**config.mk**
```make
export PLATFORM = sky130hd
export DESIGN_NAME = control_unit
export DESIGN_NICKNAME = d
export VERILOG_FILES = /design/src/rtl/cpu_pkg.sv /design/src/rtl/instr_decoder.sv /design/src/rtl/control_unit.sv
export SDC_FILE = /design/constraint.sdc
export NUM_CORES = 1
export LEC_CHECK = 0
export BUFFER_PORTS_ARGS = -buffer_cell sky130_fd_sc_hd__buf_2
export CAP_MARGIN = 5
export CORE_MARGIN = 1.5
export CORE_UTILIZATION = 51
export DETAILED_ROUTE_END_ITERATION = 6
export PLACE_DENSITY = 0.89
export SLEW_MARGIN = 25
export SYNTH_ARGS = -nofsm -noshare
export SYNTH_HDL_FRONTEND = slang
export SYNTH_SLANG_ARGS = --single-unit
```
**constraint.sdc**
```tcl
create_clock -name CLK -period 3.17 [get_ports CLK]
set_input_delay 0.1585 -clock CLK [delete_from_list [all_inputs] [get_ports CLK]]
set_output_delay 0.1585 -clock CLK [all_outputs]
set_load 0.01 [all_outputs]
```
**src/rtl/cpu_pkg.sv**
```systemverilog
// Shared definitions for the instruction sequencer and the 16-bit datapath.
//   state_t   : sequencer states
//   OP_*      : opcodes in IR[15:12] (opcodes 0xxx are register ALU ops)
//   FS_*      : datapath function-select codes
//   ctrwrd_t  : control word layout {DA,AA,BA,MB,FS,MD,RW}
package cpu_pkg;

  typedef enum logic [1:0] {
    S_FETCH  = 2'd0,
    S_EXEC   = 2'd1,
    S_BRANCH = 2'd2,
    S_HALT   = 2'd3
  } state_t;

  localparam logic [3:0] OP_ADDI = 4'b1000;
  localparam logic [3:0] OP_LD   = 4'b1001;
  localparam logic [3:0] OP_ST   = 4'b1010;
  localparam logic [3:0] OP_LDI  = 4'b1011;
  localparam logic [3:0] OP_BRZ  = 4'b1100;
  localparam logic [3:0] OP_BRN  = 4'b1101;
  localparam logic [3:0] OP_JMP  = 4'b1110;
  localparam logic [3:0] OP_HALT = 4'b1111;

  localparam logic [3:0] FS_PASSA = 4'b0000;
  localparam logic [3:0] FS_ADD   = 4'b0010;
  localparam logic [3:0] FS_PASSB = 4'b1100;

  // Control word bit positions (LSB of each field)
  localparam int CW_DA_LSB = 13;
  localparam int CW_AA_LSB = 10;
  localparam int CW_BA_LSB = 7;
  localparam int CW_MB     = 6;
  localparam int CW_FS_LSB = 2;
  localparam int CW_MD     = 1;
  localparam int CW_RW     = 0;

  typedef struct packed {
    logic [2:0] da;
    logic [2:0] aa;
    logic [2:0] ba;
    logic       mb;
    logic [3:0] fs;
    logic       md;
    logic       rw;
  } ctrwrd_t;

endpackage

```
**src/rtl/instr_decoder.sv**
```systemverilog
// Purely combinational instruction decode.
//   ir        in  16  instruction register {OP,DR,SA,SB,IMM}
//   ctrwrd    out 16  datapath control word for the EXEC cycle
//   cin       out 16  zero-extended IMM
//   mw        out 1   data-memory write (ST)
//   is_branch out 1   BRZ or BRN
//   is_jmp    out 1   JMP
//   is_halt   out 1   HALT
module instr_decoder
  import cpu_pkg::*;
(
  input  logic [15:0] ir,
  output logic [15:0] ctrwrd,
  output logic [15:0] cin,
  output logic        mw,
  output logic        is_branch,
  output logic        is_jmp,
  output logic        is_halt
);

  ctrwrd_t    cw;
  logic [3:0] op;

  assign op     = ir[15:12];
  assign ctrwrd = cw;
  assign cin    = {13'd0, ir[2:0]};

  always_comb begin
    cw.da     = ir[11:9];
    cw.aa     = ir[8:6];
    cw.ba     = ir[5:3];
    cw.mb     = 1'b0;
    cw.fs     = FS_PASSA;
    cw.md     = 1'b0;
    cw.rw     = 1'b0;
    mw        = 1'b0;
    is_branch = 1'b0;
    is_jmp    = 1'b0;
    is_halt   = 1'b0;
    if (!op[3]) begin
      cw.fs = {1'b0, op[2:0]};
      cw.rw = 1'b1;
    end else begin
      case (op)
        OP_ADDI: begin
          cw.mb = 1'b1;
          cw.fs = FS_ADD;
          cw.rw = 1'b1;
        end
        OP_LD: begin
          cw.md = 1'b1;
          cw.rw = 1'b1;
        end
        OP_ST:   mw = 1'b1;
        OP_LDI: begin
          cw.mb = 1'b1;
          cw.fs = FS_PASSB;
          cw.rw = 1'b1;
        end
        // PASSA exposes R[SA] so the datapath updates Z/N for the BRANCH cycle
        OP_BRZ, OP_BRN: is_branch = 1'b1;
        OP_JMP:  is_jmp  = 1'b1;
        OP_HALT: is_halt = 1'b1;
        default: ;
      endcase
    end
  end

endmodule

```
**src/rtl/control_unit.sv**
```systemverilog
// Multi-cycle fetch/decode sequencer driving the 16-bit datapath.
//   CLK, RESET        clock, synchronous active-high reset
//   IM_REQ/IM_ADDR    instruction fetch request and address (= PC)
//   IM_ACK/IM_DATA    fetch acknowledge and instruction
//   CTRWRD, Cin, MW   datapath control word, constant, memory write
//   ADRIN             datapath Adrout, JMP target
//   V, C, N, Z        datapath flags (N/Z resolve branches)
//   HALTED            high in HALT
//
// state    | meaning
// ---------+---------------------------------------------------
// S_FETCH  | request IR at PC; on IM_ACK load IR, PC+1
// S_EXEC   | drive decoded control word for one cycle
// S_BRANCH | test Z (BRZ) or N (BRN), apply 6-bit PC offset
// S_HALT   | idle until RESET
module control_unit
  import cpu_pkg::*;
#(
  parameter int              PC_W     = 16,
  parameter logic [PC_W-1:0] RESET_PC = '0
) (
  input  logic            CLK,
  input  logic            RESET,
  output logic            IM_REQ,
  output logic [PC_W-1:0] IM_ADDR,
  input  logic            IM_ACK,
  input  logic [15:0]     IM_DATA,
  output logic [15:0]     CTRWRD,
  output logic [15:0]     Cin,
  input  logic [15:0]     ADRIN,
  input  logic            V,
  input  logic            C,
  input  logic            N,
  input  logic            Z,
  output logic            MW,
  output logic            HALTED
);

  state_t          state, state_nxt;
  logic [PC_W-1:0] pc;
  logic [15:0]     ir;
  logic            br_on_n;
  logic [15:0]     dec_ctrwrd;
  logic [15:0]     dec_cin;
  logic            dec_mw, dec_branch, dec_jmp, dec_halt;
  logic [5:0]      br_off6;
  logic [PC_W-1:0] br_off;
  logic            br_taken;
  logic            unused_inputs;

  assign unused_inputs = ^{V, C, ADRIN};

  instr_decoder u_dec (
    .ir        (ir),
    .ctrwrd    (dec_ctrwrd),
    .cin       (dec_cin),
    .mw        (dec_mw),
    .is_branch (dec_branch),
    .is_jmp    (dec_jmp),
    .is_halt   (dec_halt)
  );

  // Branch offset is {DR,SB}, relative to the already-incremented PC
  assign br_off6  = {ir[11:9], ir[5:3]};
  assign br_off   = {{(PC_W-6){br_off6[5]}}, br_off6};
  assign br_taken = br_on_n ? N : Z;

  always_ff @(posedge CLK) begin
    if (RESET) state <= S_FETCH;
    else       state <= state_nxt;
  end

  always_comb begin
    state_nxt = state;
    case (state)
      S_FETCH:  if (IM_ACK) state_nxt = S_EXEC;
      S_EXEC: begin
        if (dec_branch)    state_nxt = S_BRANCH;
        else if (dec_halt) state_nxt = S_HALT;
        else               state_nxt = S_FETCH;
      end
      S_BRANCH: state_nxt = S_FETCH;
      S_HALT:   state_nxt = S_HALT;
      default:  state_nxt = S_FETCH;
    endcase
  end

  always_ff @(posedge CLK) begin
    if (RESET) begin
      pc      <= RESET_PC;
      ir      <= '0;
      br_on_n <= 1'b0;
    end else begin
      case (state)
        S_FETCH: begin
          if (IM_ACK) begin
            ir <= IM_DATA;
            pc <= pc + {{(PC_W-1){1'b0}}, 1'b1};
          end
        end
        S_EXEC: begin
          if (dec_jmp)    pc      <= ADRIN[PC_W-1:0];
          if (dec_branch) br_on_n <= ir[12];
        end
        S_BRANCH: if (br_taken) pc <= pc + br_off;
        default: ;
      endcase
    end
  end

  always_comb begin
    IM_REQ  = (state == S_FETCH) && !RESET;
    IM_ADDR = pc;
    CTRWRD  = (state == S_EXEC) ? dec_ctrwrd : 16'h0000;
    MW      = (state == S_EXEC) ? dec_mw : 1'b0;
    Cin     = dec_cin;
    HALTED  = (state == S_HALT);
  end

endmodule

```
# Word-level counts from Yosys, hierarchy flattened
# Index checks and enable logic that the tools add are counted.
[totals]
regBits = 35
latchBits = 0
mem_bits_rw = 0
romBits = 0
wordCells = 55
memories = 0
[classes]
add_sub_neg = 2
n_mul = 0
div = 0
order_cmp = 0
eq_ne = 14
shift = 0
n_mux = 26
bitwise = 0
reduce_logical = 9
[ops]
columns = ["operator", "count"]
rows = [
  ["16-bit two-way mux", 4],
  ["16-bit case mux with 3 select lines", 1],
  ["4-bit equality test, second input constant", 8],
  ["16-bit by 1-bit adder with 16-bit output, second input constant", 1],
  ["16-bit adder", 1],
  ["1-bit two-way mux", 15],
  ["5-bit case mux with 2 select lines", 1],
  ["2-bit case mux with 4 select lines", 1],
  ["2-bit two-way mux", 3],
  ["2-bit != test, second input constant", 3],
  ["2-bit equality test, second input constant", 2],
  ["4-bit two-way mux", 1],
  ["2-bit AND reduction", 2],
  ["4-bit AND reduction", 1],
  ["3-bit nonzero test", 1],
  ["3-bit OR reduction", 1],
  ["2-bit by 1-bit equality test with 1-bit output, second input constant", 1],
  ["2-bit logical NOT", 1],
  ["2-bit OR reduction", 1],
  ["1-bit logical AND", 1],
  ["1-bit logical NOT", 1],
]

# Longest topological paths before layout
[depth]
ltp_word = 6
mapped_depth = 11
depth_no_buf = 10

# Modules after synthesis
# A second synthesis with hierarchy kept.
[hier_totals]
cells_unflattened = 380
area_unflattened_um2 = 2756.4
[modules_own_cells]
columns = ["module", "instances", "cells_each", "area_per_inst_um2", "seq_area_each_um2"]
rows = [
  ["control_unit", 1, 332, 2433.6, 700.7],
  ["instr_decoder", 1, 48, 322.8, 0.0],
]

# Least setup slack after synthesis
# OpenSTA, ideal clock, no wires.
[synth_path]
kind = "flip-flop to flip-flop"
start = "register state[1]"
end = "register pc[12], in the netlist IM_ADDR[12]"
t_arrival_ns = 2.796
path_slack_ns = 0.299
stages_incl_launch_ff = 12
path_buffers = 1
period_less_slack_ns = 2.871
path_cell_list = "dfxtp_1 -> buf_2 -> nor2b_1 -> nand2b_1 -> ha_1 -> fa_1 -> a211oi_1 -> o211ai_1 -> nand3_1 -> mux2i_1 -> or4_1 -> a31oi_1"
[synth_between]
elab_chain_len = 3
elab_cells_between_ends = 9
classes_between = "eq/ne: 5; mux: 1; reduce/logical: 3"
[synth_rtl]
columns = ["element", "line_no", "rtl"]
rows = [
  ["from (decl)", "control_unit.sv:39", "state_t state, state_nxt;"],
  ["from (signal assigned)", "control_unit.sv:70", "else state <= state_nxt;"],
  ["2-bit equality test (tied with other cells)", "control_unit.sv:94", "case (state)"],
  ["2-bit != test (no line) or 3-bit nonzero test (tied branches)", "-", ""],
  ["4-bit AND reduction (no line)", "-", ""],
  ["to (signal assigned)", "control_unit.sv:98", "pc <= pc + {{(PC_W-1){1'b0}}, 1'b1};"],
  ["to (signal assigned)", "control_unit.sv:102", "if (dec_jmp) pc <= ADRIN[PC_W-1:0];"],
  ["to (signal assigned)", "control_unit.sv:105", "S_BRANCH: if (br_taken) pc <= pc + br_off;"],
  ["to (decl)", "control_unit.sv:40", "logic [PC_W-1:0] pc;"],
]
# Parallel ways exist; a longest one is shown, timed or not.
# A chain may end at the register's enable or synchronous reset.

# Final worst setup path
# Same ends and word-level chain as after synthesis.

==> impl_metrics.yaml <==
timing:
  setup_tns_ps: 0
  rsz0062_at_grt: "no"
  worst_slew_pin_slew_ps: 868
  fin_crit_sh: 0.894
  period_needed_ps: 2830
  hold_viol_final: 0
  finalSetupViolCount: 0
  slew_headroom: 0.418
  maxSlewViolCount: 0
  clock.fmax_ghz: 0.353
  fin_skew_ps: 8.15
global_routing:
  grt_max_degree: 37
  grt_usage: 0.265
  grt-ovfl-total: 0
  grt_pass1_vias: 2572
  grt_pass1_wl_um: 11600
  antenna_found_initial: 0
floorplanning:
  die_x_um: 74.9
  die_area_sq_um: 5610
  start_util: 0.544
  fp-row-count: 25
  io_pins: 90
  core_sq_um: 4850
  dieHeight_um: 74.9
setup_path:
  end_kind: "flip-flop"
  cpMaxStageDelayCell: "fa_1"
  cpLargestDelayFamily: "simple AND/OR/NAND/NOR gates"
  worstPathArrival_ps: 3050
  cp-start-kind: "flip-flop"
  critPathMaxStageDelay_ps: 440
  reg2reg_from: "state[1]"
  crit_fanout: 4
  crit_buf_inv: 0
  path_class: "flip-flop to flip-flop"
  cp.required_ps: 3380
  path_cells: "nor2b_1, nand2b_1, ha_1, fa_1, a211oi_2, o211ai_1, nand3_1, mux2i_1, or4_1, a31oi_1"
  cp-startpoint: "state[1]"
route:
  met1Wirelength_um: 2850
  first_pass_iters: 5
  wl_met2_um: 3370
  antenna_left: 0
  routed.top_layer: "met4"
  met3WireLength_um: 548
  drtIter0Drc: 342
  post_drt_wl_per_cell_um: 13.9
  drc: 0
  via_count: 2809
  viasPerCell: 5.71
  wl_um: 6860
cts:
  tritoncts: "yes"
  postCtsSetupBuffers: 0
  cts_inserted_buffers: 5
  clockBufferDepth: 2
  clkSinkCount: 35
  clock_latency_ps: 300
  clockRootBuffer: "clkbuf_8"
  cts_resized: 0
  hold_buffers: 0
  htreeDepth: 2
  clk_pin_slew_ps: 80
outcome:
  status: "completed"
synthesis:
  syn-cell-area_sq_um: 2640
  synth_common_cells: "nand2_1 (66), dfxtp_1 (35), a21oi_1 (33)"
  synth_edf_count: 0
  ys_top_cells_by_area: "dfxtp_1 (27%), nand2_1 (9.4%), a21oi_1 (6.3%), buf_4 (4.6%), and2_1 (3.8%)"
  yosysMostFrequentCell: "nand2_1"
  yosysSeqAreaShare: 0.266
  avgSynthCellArea_sq_um: 7.11
  ys_warn_count: 0
  synth.distinct_cells: 61
  synth.top_cell.area_share: 0.266
  async_reset_ff_frac: 0
  synth_top_cell_by_area: "dfxtp_1"
  synth_top_flop_cell: "dfxtp_1"
  synthCells: 371
  ys_ff_latch: 35
finish:
  design_area_sq_um: 3040
  seq_area_sq_um: 701
  multiInputGateArea_sq_um: 1710
  final_nets: 469
  layout-drive-gt1-share: 0.245
  fill_cells: 445
  fin_util: 0.627
  layout-area-overhead-vs-synth_pct: 15.3
  antenna_cells: 0
placed_design:
  placed_area_sq_um: 2940
  place_congestion: 0.930
  dpl.hpwl_um: 4850
  portBuffers: 74
pwr:
  vdd.ir_drop.worst_v: 0.000330
  p_per_area_nw_per_um2: 359
  design_power_total_mw: 1.09
  p_leak_nw: 1.32
flow_run:
  max_cap_violations: 0
hold_path:
  hp-class: "input pin to flip-flop"
  hp-start: "IM_DATA[3]"
## layout by cell type, fill, tap and decap left out, types with 5 or more instances in the layout
cell type,synthesis,routed
buf_2,6,74
nand2_1,66,66
dfxtp_1,35,35
a21oi_1,33,33
nor2_1,25,25
and2_1,16,16
nor3_1,15,15
o21ai_0,15,15
conb_1,1,13
nand3_1,11,11
inv_1,8,8
a31oi_1,8,8
mux2i_1,7,7
clkbuf_8,0,6
buf_4,16,6
ha_1,5,5
## worst min-delay path, stage by stage
cell and delay [ps]:
buf_2 90, nand2_1 40, a21oi_1 50
## flip-flops by register name, summed over array words and instances, names as in the netlist
| name | count |
|---|---|
| br_on_n | 1 |
| state | 2 |
| ir | 16 |
| IM_ADDR | 16 |
## area by class of cell
cell class / instances / share of cell area
Clock buffer: 6 / 0.0271
Clock inverter: 2 / 0.00535
Inverter: 8 / 0.00987
Multi-Input combinational cell: 294 / 0.563
Sequential cell: 35 / 0.230
Tap cell: 67 / 0.0276
Timing Repair Buffer: 80 / 0.137
## metrics by stage
step / instances / hold WS, ps / setup WS, ps
final: 492 / 90.9 / 335
after global routing: 492 / 88.4 / 109
after CTS: 492 / 84.7 / 215
after detailed placement: 484 / 406 / 244
after global placement: 484 / 398 / 446
after floorplan: 383 / 294 / 299
## kinds of logic (layout without fill, tap and decap cells)
group	after synthesis	in the layout	share of synthesized area
AOI/OAI and AO/OA	95	95	0.234
xor gates and xnor gates	4	4	0.0133
adders and majority gates	6	6	0.0313
buffers and inverters	54	96	0.105
DFF	35	35	0.266
muxes	9	9	0.0351
other	1	13	0.00142
and+or+nand+nor	167	167	0.314
## where the power goes
part           internal, mW  leakage, nW  switching [mW]
clock network         0.177       0.0474           0.179
logic                0.0959        0.986           0.133
registers             0.467        0.287          0.0392
## worst paths after layout
check	to	slack (ps)	cells after the start
setup reg to reg	IM_ADDR[12]	340	10
hold reg to reg	ir[7]	450	2
setup / recovery	IM_ADDR[12]	340	10
hold / removal	ir[3]	90	3
## routing by layer
| metal | vias up | track usage |
|---|---|---|
| li1 | 1391 | - |
| met1 | 1265 | 0.331 |
| met2 | 142 | 0.448 |
| met3 | 11 | 0.0669 |
| met4 | 0 | 0.0869 |
| met5 | - | 0 |
No activity file was read; power rests on OpenSTA's default activity.
